===== src/rtl/bilinear_interp.sv =====
// Source-pixel interpolator: fetches the neighbours of a mapped coordinate from a fixed-latency RAM.
// Define BILINEAR_INTERP_BILINEAR_EN for 4-tap bilinear filtering; otherwise nearest neighbour is used.
module bilinear_interp #(
   parameter int unsigned SRC_W  = 640,
   parameter int unsigned SRC_H  = 480,
   parameter int unsigned FRAC_W = 8,
   parameter int unsigned RD_LAT = 2
) (
   input  logic              clk,
   input  logic              rst_n,
   input  logic              s_valid,
   output logic              s_ready,
   input  logic [11:0]       s_x_int,
   input  logic [FRAC_W-1:0] s_x_frac,
   input  logic [11:0]       s_y_int,
   input  logic [FRAC_W-1:0] s_y_frac,
   output logic              rd_en,
   output logic [19:0]       rd_addr,
   input  logic [7:0]        rd_data,
   output logic              m_valid,
   input  logic              m_ready,
   output logic [7:0]        m_pixel,
   output logic              m_oob
);

   localparam int unsigned CRD_W  = 12;
   localparam int unsigned ADDR_W = 20;
   localparam int unsigned PIX_W  = 8;

   typedef enum logic [2:0] {IDLE, FETCH, WAIT, CALC, OUT} state_e;

   state_e              state_q, state_d;
   logic                s_ready_q, s_ready_d;
   logic                rd_en_q, rd_en_d;
   logic [ADDR_W-1:0]   rd_addr_q, rd_addr_d;
   logic                m_valid_q, m_valid_d;
   logic [PIX_W-1:0]    m_pixel_q, m_pixel_d;
   logic                m_oob_q, m_oob_d;
   logic [RD_LAT-1:0]   vld_q, vld_d;

   logic                oob_c;
   logic                last_cap_c;
   logic [ADDR_W-1:0]   start_addr_c;
   logic [PIX_W-1:0]    result_c;

   function automatic logic [ADDR_W-1:0] addr_of(input logic [CRD_W-1:0] x,
                                                 input logic [CRD_W-1:0] y);
      return ADDR_W'(y) * ADDR_W'(SRC_W) + ADDR_W'(x);
   endfunction

   // Negative coordinates show up as a set sign bit; the unsigned compare covers the far edges.
   assign oob_c = s_x_int[CRD_W-1] | s_y_int[CRD_W-1] |
                  (s_x_int >= CRD_W'(SRC_W)) | (s_y_int >= CRD_W'(SRC_H));

`ifdef BILINEAR_INTERP_BILINEAR_EN
   localparam int unsigned ACC_W = PIX_W + 2*FRAC_W + 2;

   logic [1:0]              cnt_q, cnt_d;
   logic [1:0]              cap_q, cap_d;
   logic [3:0][PIX_W-1:0]   pix_q, pix_d;
   logic [CRD_W-1:0]        x0_q, x0_d, x1_q, x1_d, y0_q, y0_d, y1_q, y1_d;
   logic [FRAC_W-1:0]       fx_q, fx_d, fy_q, fy_d;
   logic [CRD_W-1:0]        x1_c, y1_c;
   logic [ACC_W-1:0]        fx_c, fy_c, sx_c, sy_c, h0_c, h1_c, acc_c, res_c;

   // Neighbour clamping and the weighted sum; pix order is p00, p01, p10, p11.
   always_comb begin
      x1_c         = (s_x_int == CRD_W'(SRC_W - 1)) ? s_x_int : s_x_int + CRD_W'(1);
      y1_c         = (s_y_int == CRD_W'(SRC_H - 1)) ? s_y_int : s_y_int + CRD_W'(1);
      start_addr_c = addr_of(s_x_int, s_y_int);
      fx_c         = ACC_W'(fx_q);
      fy_c         = ACC_W'(fy_q);
      sx_c         = (ACC_W'(1) << FRAC_W) - fx_c;
      sy_c         = (ACC_W'(1) << FRAC_W) - fy_c;
      h0_c         = ACC_W'(pix_q[0]) * sx_c + ACC_W'(pix_q[1]) * fx_c;
      h1_c         = ACC_W'(pix_q[2]) * sx_c + ACC_W'(pix_q[3]) * fx_c;
      acc_c        = h0_c * sy_c + h1_c * fy_c + (ACC_W'(1) << (2*FRAC_W - 1));
      res_c        = acc_c >> (2*FRAC_W);
      result_c     = (res_c > ACC_W'({PIX_W{1'b1}})) ? {PIX_W{1'b1}} : PIX_W'(res_c);
      last_cap_c   = (cap_q == 2'd3);
   end
`else
   logic [PIX_W-1:0]        pix_q, pix_d;
   logic [CRD_W-1:0]        xn_c, yn_c;
   logic                    unused_frac_c;

   // Only the half-pixel bit of each fraction decides the rounding direction.
   assign unused_frac_c = ^{s_x_frac[FRAC_W-2:0], s_y_frac[FRAC_W-2:0]};

   always_comb begin
      xn_c = s_x_int + CRD_W'(s_x_frac[FRAC_W-1]);
      yn_c = s_y_int + CRD_W'(s_y_frac[FRAC_W-1]);
      if (xn_c >= CRD_W'(SRC_W)) xn_c = CRD_W'(SRC_W - 1);
      if (yn_c >= CRD_W'(SRC_H)) yn_c = CRD_W'(SRC_H - 1);
      start_addr_c = addr_of(xn_c, yn_c);
      result_c     = pix_q;
      last_cap_c   = 1'b1;
   end
`endif

   // Next-state, read sequencing and capture of returning RAM data.
   always_comb begin
      state_d   = state_q;
      rd_en_d   = 1'b0;
      rd_addr_d = rd_addr_q;
      m_valid_d = m_valid_q;
      m_pixel_d = m_pixel_q;
      m_oob_d   = m_oob_q;
      vld_d     = RD_LAT'({vld_q, rd_en_q});
      pix_d     = pix_q;
`ifdef BILINEAR_INTERP_BILINEAR_EN
      cnt_d     = cnt_q;
      cap_d     = cap_q;
      x0_d      = x0_q;
      x1_d      = x1_q;
      y0_d      = y0_q;
      y1_d      = y1_q;
      fx_d      = fx_q;
      fy_d      = fy_q;
      if (vld_q[RD_LAT-1]) begin
         pix_d[cap_q] = rd_data;
         cap_d        = cap_q + 2'd1;
      end
`else
      if (vld_q[RD_LAT-1]) pix_d = rd_data;
`endif

      case (state_q)
         IDLE: begin
            if (s_valid) begin
               if (oob_c) begin
                  state_d   = OUT;
                  m_valid_d = 1'b1;
                  m_oob_d   = 1'b1;
                  m_pixel_d = '0;
               end else begin
                  state_d   = FETCH;
                  rd_en_d   = 1'b1;
                  rd_addr_d = start_addr_c;
                  m_oob_d   = 1'b0;
`ifdef BILINEAR_INTERP_BILINEAR_EN
                  cnt_d     = 2'd0;
                  cap_d     = 2'd0;
                  x0_d      = s_x_int;
                  x1_d      = x1_c;
                  y0_d      = s_y_int;
                  y1_d      = y1_c;
                  fx_d      = s_x_frac;
                  fy_d      = s_y_frac;
`endif
               end
            end
         end
         FETCH: begin
`ifdef BILINEAR_INTERP_BILINEAR_EN
            // cnt_q indexes the read on the bus this cycle; bit0 selects x1, bit1 selects y1.
            if (cnt_q != 2'd3) begin
               cnt_d     = cnt_q + 2'd1;
               rd_en_d   = 1'b1;
               rd_addr_d = addr_of(cnt_d[0] ? x1_q : x0_q, cnt_d[1] ? y1_q : y0_q);
            end else begin
               state_d = WAIT;
            end
`else
            state_d = WAIT;
`endif
         end
         WAIT: begin
            if (vld_q[RD_LAT-1] && last_cap_c) state_d = CALC;
         end
         CALC: begin
            m_pixel_d = result_c;
            m_valid_d = 1'b1;
            state_d   = OUT;
         end
         OUT: begin
            if (m_ready) begin
               m_valid_d = 1'b0;
               state_d   = IDLE;
            end
         end
         default: state_d = IDLE;
      endcase

      s_ready_d = (state_d == IDLE);
   end

   always_ff @(posedge clk or negedge rst_n) begin
      if (!rst_n) begin
         state_q   <= IDLE;
         s_ready_q <= 1'b1;
         rd_en_q   <= 1'b0;
         rd_addr_q <= '0;
         m_valid_q <= 1'b0;
         m_pixel_q <= '0;
         m_oob_q   <= 1'b0;
         vld_q     <= '0;
         pix_q     <= '0;
`ifdef BILINEAR_INTERP_BILINEAR_EN
         cnt_q     <= '0;
         cap_q     <= '0;
         x0_q      <= '0;
         x1_q      <= '0;
         y0_q      <= '0;
         y1_q      <= '0;
         fx_q      <= '0;
         fy_q      <= '0;
`endif
      end else begin
         state_q   <= state_d;
         s_ready_q <= s_ready_d;
         rd_en_q   <= rd_en_d;
         rd_addr_q <= rd_addr_d;
         m_valid_q <= m_valid_d;
         m_pixel_q <= m_pixel_d;
         m_oob_q   <= m_oob_d;
         vld_q     <= vld_d;
         pix_q     <= pix_d;
`ifdef BILINEAR_INTERP_BILINEAR_EN
         cnt_q     <= cnt_d;
         cap_q     <= cap_d;
         x0_q      <= x0_d;
         x1_q      <= x1_d;
         y0_q      <= y0_d;
         y1_q      <= y1_d;
         fx_q      <= fx_d;
         fy_q      <= fy_d;
`endif
      end
   end

   assign s_ready = s_ready_q;
   assign rd_en   = rd_en_q;
   assign rd_addr = rd_addr_q;
   assign m_valid = m_valid_q;
   assign m_pixel = m_pixel_q;
   assign m_oob   = m_oob_q;

endmodule


===== config.mk =====
export PLATFORM = sky130hd
export DESIGN_NAME = bilinear_interp
export DESIGN_NICKNAME = d
export VERILOG_FILES = /design/src/rtl/bilinear_interp.sv
export SDC_FILE = /design/constraint.sdc
export NUM_CORES = 1
export LEC_CHECK = 0
export BUFFER_PORTS_ARGS = -buffer_cell sky130_fd_sc_hd__buf_2
export CAP_MARGIN = 5
export CORE_ASPECT_RATIO = 0.9
export CORE_MARGIN = 5
export CORE_UTILIZATION = 48
export DETAILED_ROUTE_END_ITERATION = 8
export MAX_ROUTING_LAYER = met4
export PLACE_DENSITY = 0.87
export SYNTH_ARGS = -nofsm -noshare
export SYNTH_HDL_FRONTEND = slang
export SYNTH_SLANG_ARGS = --single-unit
export TNS_END_PERCENT = 30

===== constraint.sdc =====
create_clock -name clk -period 1.6 [get_ports clk]
set_clock_uncertainty 0.1 [all_clocks]
set_input_delay 0.16 -clock clk [delete_from_list [all_inputs] [get_ports clk]]
set_output_delay 0.16 -clock clk [all_outputs]
set_load 0.01 [all_outputs]

==> impl_summary.log <==
[metrics] result of the run: finished with violations
[metrics] violations in the final reports: setup timing
[metrics] unrepaired setup endpoints after global routing: true
[metrics] met3 Use GR: 3.37%
[metrics] element type at the critical path start: primary input
[metrics] clock latency on the worst-skew pair: about 0.29 ns
[metrics] Critical Path RT: ~1.7 ns
[metrics] number of failing setup endpoints in the final timing report: 21
[metrics] cell taking the most area after synthesis: sky130_fd_sc_hd__dfrtp_1
[metrics] library cell contributing the largest single delay on the critical path: sky130_fd_sc_hd__fa_2
[metrics] TritonCTS clock tree: done
[metrics] sequential cell area fraction in the yosys report: ~37%
[metrics] Leakage: around 2.4 nW
[metrics] async set-reset flop share out of synthesis: 100%
[metrics] final critical path time including I/O delays and setup: between 4 and 5 ns
[metrics] number of core rows: 27
[metrics] path type of the worst setup path: in -> reg
[metrics] global-route track usage on met1: 26.1%
[metrics] height of the die: between 80 and 90 um
[metrics] routed vias: around 3200
[metrics] total grt overflow: 0
[metrics] number of routed nets with antenna violations: 0
[metrics] number of I/O port buffers: between 60 and 70
[metrics] gr usage total: about a quarter
[metrics] Most Used Layer, Global Route: met2
[metrics] diode count: 0
[metrics] initial antenna violation count: 0
[metrics] Pwr per Cell Area: 747 nW/um2
[metrics] chain of cells forming the critical path: buf_6, ha_4, buf_4, and3_1, nand3_1, nor2_1, nand3_1, mux2i_1, a31oi_4, nand2b_1, ha_4, ha_4, fa_2, ha_4, o21ai_2, nor2_2, o21a_1, nand3_2, nor4_2, xor3_1, mux2_2
[metrics] total of warnings raised by yosys: 0
[metrics] initial cell density of the core: 49.4%
[metrics] maximum cell stage delay along the critical path: slightly below 0.6 ns
[metrics] via count of the first global-routing pass: between 3000 and 4000
[metrics] Relative slew margins: 62.4%
[metrics] I/O pin count: 84
[metrics] clock root cell: sky130_fd_sc_hd__clkbuf_8
[metrics] highest fanout seen on the critical path: 6
[metrics] die outline area: approximately 8000 um2
[metrics] count of fill cells added during filler insertion: between 300 and 400
[metrics] final design utilization: 76.0%
[metrics] maximum clock rate: 250 MHz
[metrics] final weighted congestion of routability-driven global placement: 0.838
[metrics] MaxCap Viol Count: 0
[metrics] signed area change from the synthesized netlist to the final layout: 53.8%
[metrics] share of power burned in the clock network: a little over a fifth
[metrics] PnR worst setup slack: -2.41 ns
[metrics] Post-DP HPWL: around 6300 um
[metrics] Die Wd: between 90 and 100 um
[metrics] drc violations: 0
[metrics] number of enable-type register cells in the synthesized netlist: 0
[metrics] arrival time of data at the critical path endpoint: roughly 4.2 ns
[metrics] portion of synthesized cell area occupied by the leading cell type: ~36%
[metrics] mean instance size in the synthesized netlist: 9.48 um2
[metrics] Switching Power: 1.18 mW
[metrics] H-Tree Depth: 2
[metrics] combined area of all synthesized cells: roughly 3000 um2
[metrics] DRC violation total after the first TritonRoute iteration: approximately 280
[metrics] met2 capacity usage during global routing: 42.8%
[metrics] sequential cell fraction of total power: 39.1%
[metrics] worst slack, placed: -2.58 ns
[metrics] wire length of the first global-routing pass: roughly 15000 um
[metrics] number of buffers on the longest clock path: 2
[metrics] area taken by multi-input logic gates: around 2100 um2
[metrics] area of the placeable core: about 6100 um2
[metrics] post-detailed-route wirelength per cell: about 17 um
[metrics] pin count of the biggest net entering global routing: 46
[metrics] fraction of layout cells with a size suffix above 1: between 40% and 50%
[metrics] clock sink count: 45
[metrics] Vias per Instance: between 5 and 6
[metrics] top post-synthesis cells by area: sky130_fd_sc_hd__dfrtp_1, sky130_fd_sc_hd__ha_1, sky130_fd_sc_hd__nand2_1
[metrics] 1st-pass router iterations: 5
[metrics] number of flip-flops and latches in the synthesized netlist: 45
[metrics] VDD IR-drop max: 0.466 mV
[metrics] net switching share of the total power: between 30% and 40%
[metrics] most frequent cells after synthesis: sky130_fd_sc_hd__nand2_1, sky130_fd_sc_hd__dfrtp_1, sky130_fd_sc_hd__ha_1, sky130_fd_sc_hd__nor2_1, sky130_fd_sc_hd__xnor2_1
[metrics] power share of the combinational group: roughly 40%
[metrics] Internal Power: 2.29 mW
[metrics] number of CTS-inserted buffers: 5
[metrics] crit share post-route: 250%
[metrics] most common cell type on the critical path: sky130_fd_sc_hd__ha_4
[metrics] detailed-route wire length: ~10000 um
[metrics] Final Max Slew Viols: 0
[metrics] worst min-delay path class: in -> reg
[metrics] most frequently used cell type in the post-synthesis netlist: sky130_fd_sc_hd__nand2_1
[metrics] footprint of the flip-flops and latches: about 1100 um2
[metrics] Final Net Count: 571
[metrics] slew at the pin closest to its max-slew limit: 0.564 ns
[metrics] register clock-pin slew on the reported worst setup and hold paths: approximately 0.1 ns
[metrics] CP Capture Type: flip-flop
[metrics] prevailing post-synth register cell: sky130_fd_sc_hd__dfrtp_1
[metrics] distinct cell type count of the synthesized netlist: 55
[metrics] endpoints failing hold: 0
[metrics] cell count after synthesis: approximately 320
==> kinds of logic (layout without fill, tap and decap cells) <==
logic type               Yosys count  after routing  synth area share (%)
AND/OR/NAND/NOR                  116            116                  19.0
flip-flops                        45             45                  37.3
multiplexers                      13             13                  4.72
adder cells (fa/ha/maj)           28             28                  12.1
other                              1              6                 0.124
XOR/XNOR                          31             31                  9.48
buffers and inverters             20            188                  2.69
AO/OA/AOI/OAI                     65             65                  14.7
==> power by group through the flow <==
stage	logic, mW	registers (mW)	clock network [mW]
final	1.39	1.36	0.722
after global routing	1.50	1.37	0.785
after CTS	1.24	1.35	0.729
after detailed placement	1.14	1.37	0
after global placement	1.09	1.36	0
after floorplan	0.542	1.41	0
==> state kept, by name, summed over array words and instances (netlist names) <==
signal and flops:
rd_addr 20, m_pixel 8, pix_q 8, state_q 3, vld_q 2, m_oob 1, m_valid 1, rd_en 1
s_ready 1
==> metrics by stage <==
step	std cells	area [um2]	TNS [ns]	hold WS, ns	power, mW
detailed placement	556	4180	-33.25	0.173	2.51
global placement	556	4180	-30.76	0.153	2.45
floorplan	324	3120	-24.59	-0.236	1.96
finish	579	4650	-24.93	0.00220	3.47
global route	579	4650	-27.61	0.00851	3.66
CTS	575	4490	-22.69	0.00195	3.32
==> cell type report <==
cell class / count / share of cell area (%)
multi-input cells: 259 / 45.6
repair buffers: 172 / 25.1
flip-flops and latches: 45 / 24.3
well taps: 87 / 2.34
clock buffers: 5 / 1.48
inverters: 8 / 0.646
clock inverters: 3 / 0.538
==> what timing repair did <==
action                                  4_1_cts  5_1_grt
hold endpoints to repair                     47        2
hold buffers                                  4        2
pin swaps                                     9       17
endpoints found under the setup margin       22       21
gates resized for setup                      24       25
setup buffers                                 7        3
==> per-layer routing <==
layer | routed length [um] | up-vias
li1 | - | 1469
met1 | 3900 | 1525
met2 | 5220 | 164
met3 | 605 | 38
met4 | 341 | 0
met5 | 0 | -
==> critical path, delay by kind of cell <==
family	cells	cell delay, ns
xor+xnor	1	0.21
buf+inv	2	0.18
mux	2	0.34
compound gates	3	0.56
fa+ha+maj	5	1.27
simple gates	8	1.45
==> layout by cell type (no fill, tap or decap), types with 4 or more instances in the layout <==
master,synthesis,routed
sky130_fd_sc_hd__nor2_2,0,4
sky130_fd_sc_hd__buf_2,2,67
sky130_fd_sc_hd__conb_1,1,6
sky130_fd_sc_hd__clkbuf_8,0,5
sky130_fd_sc_hd__dfrtp_1,44,44
sky130_fd_sc_hd__xnor2_2,0,4
sky130_fd_sc_hd__nand3_1,14,12
sky130_fd_sc_hd__nor2_1,26,20
sky130_fd_sc_hd__buf_6,0,6
sky130_fd_sc_hd__nand2_1,46,42
sky130_fd_sc_hd__xnor2_1,17,13
sky130_fd_sc_hd__nand2_2,0,4
sky130_fd_sc_hd__o21ai_1,15,15
sky130_fd_sc_hd__a21oi_1,13,11
sky130_fd_sc_hd__mux2_2,9,9
sky130_fd_sc_hd__dlygate4sd3_1,0,6
sky130_fd_sc_hd__inv_1,7,7
sky130_fd_sc_hd__a22o_1,8,8
sky130_fd_sc_hd__buf_4,1,92
sky130_fd_sc_hd__nor3_2,1,4
sky130_fd_sc_hd__a21o_1,5,5
sky130_fd_sc_hd__xor2_1,13,11
sky130_fd_sc_hd__ha_4,0,8
sky130_fd_sc_hd__nand4_1,4,4
sky130_fd_sc_hd__ha_1,26,18
==> final timing paths <==
kind / startpoint / to / cells past startpoint / slack (ns)
max: s_y_int[0] / rd_addr[19] / 21 / -2.41
min: rd_data[7] / pix_q[7] / 2 / 0.002
max reg2reg: state_q[0] / rd_addr[2] / 6 / -0.11
min reg2reg: vld_q[0] / vld_q[1] / 0 / 0.27
max in group asynchronous: rst_n / state_q[2] / 3 / 0.60
min in group asynchronous: rst_n / rd_addr[18] / 3 / 0.41
No activity file was read; power rests on OpenSTA's default activity.
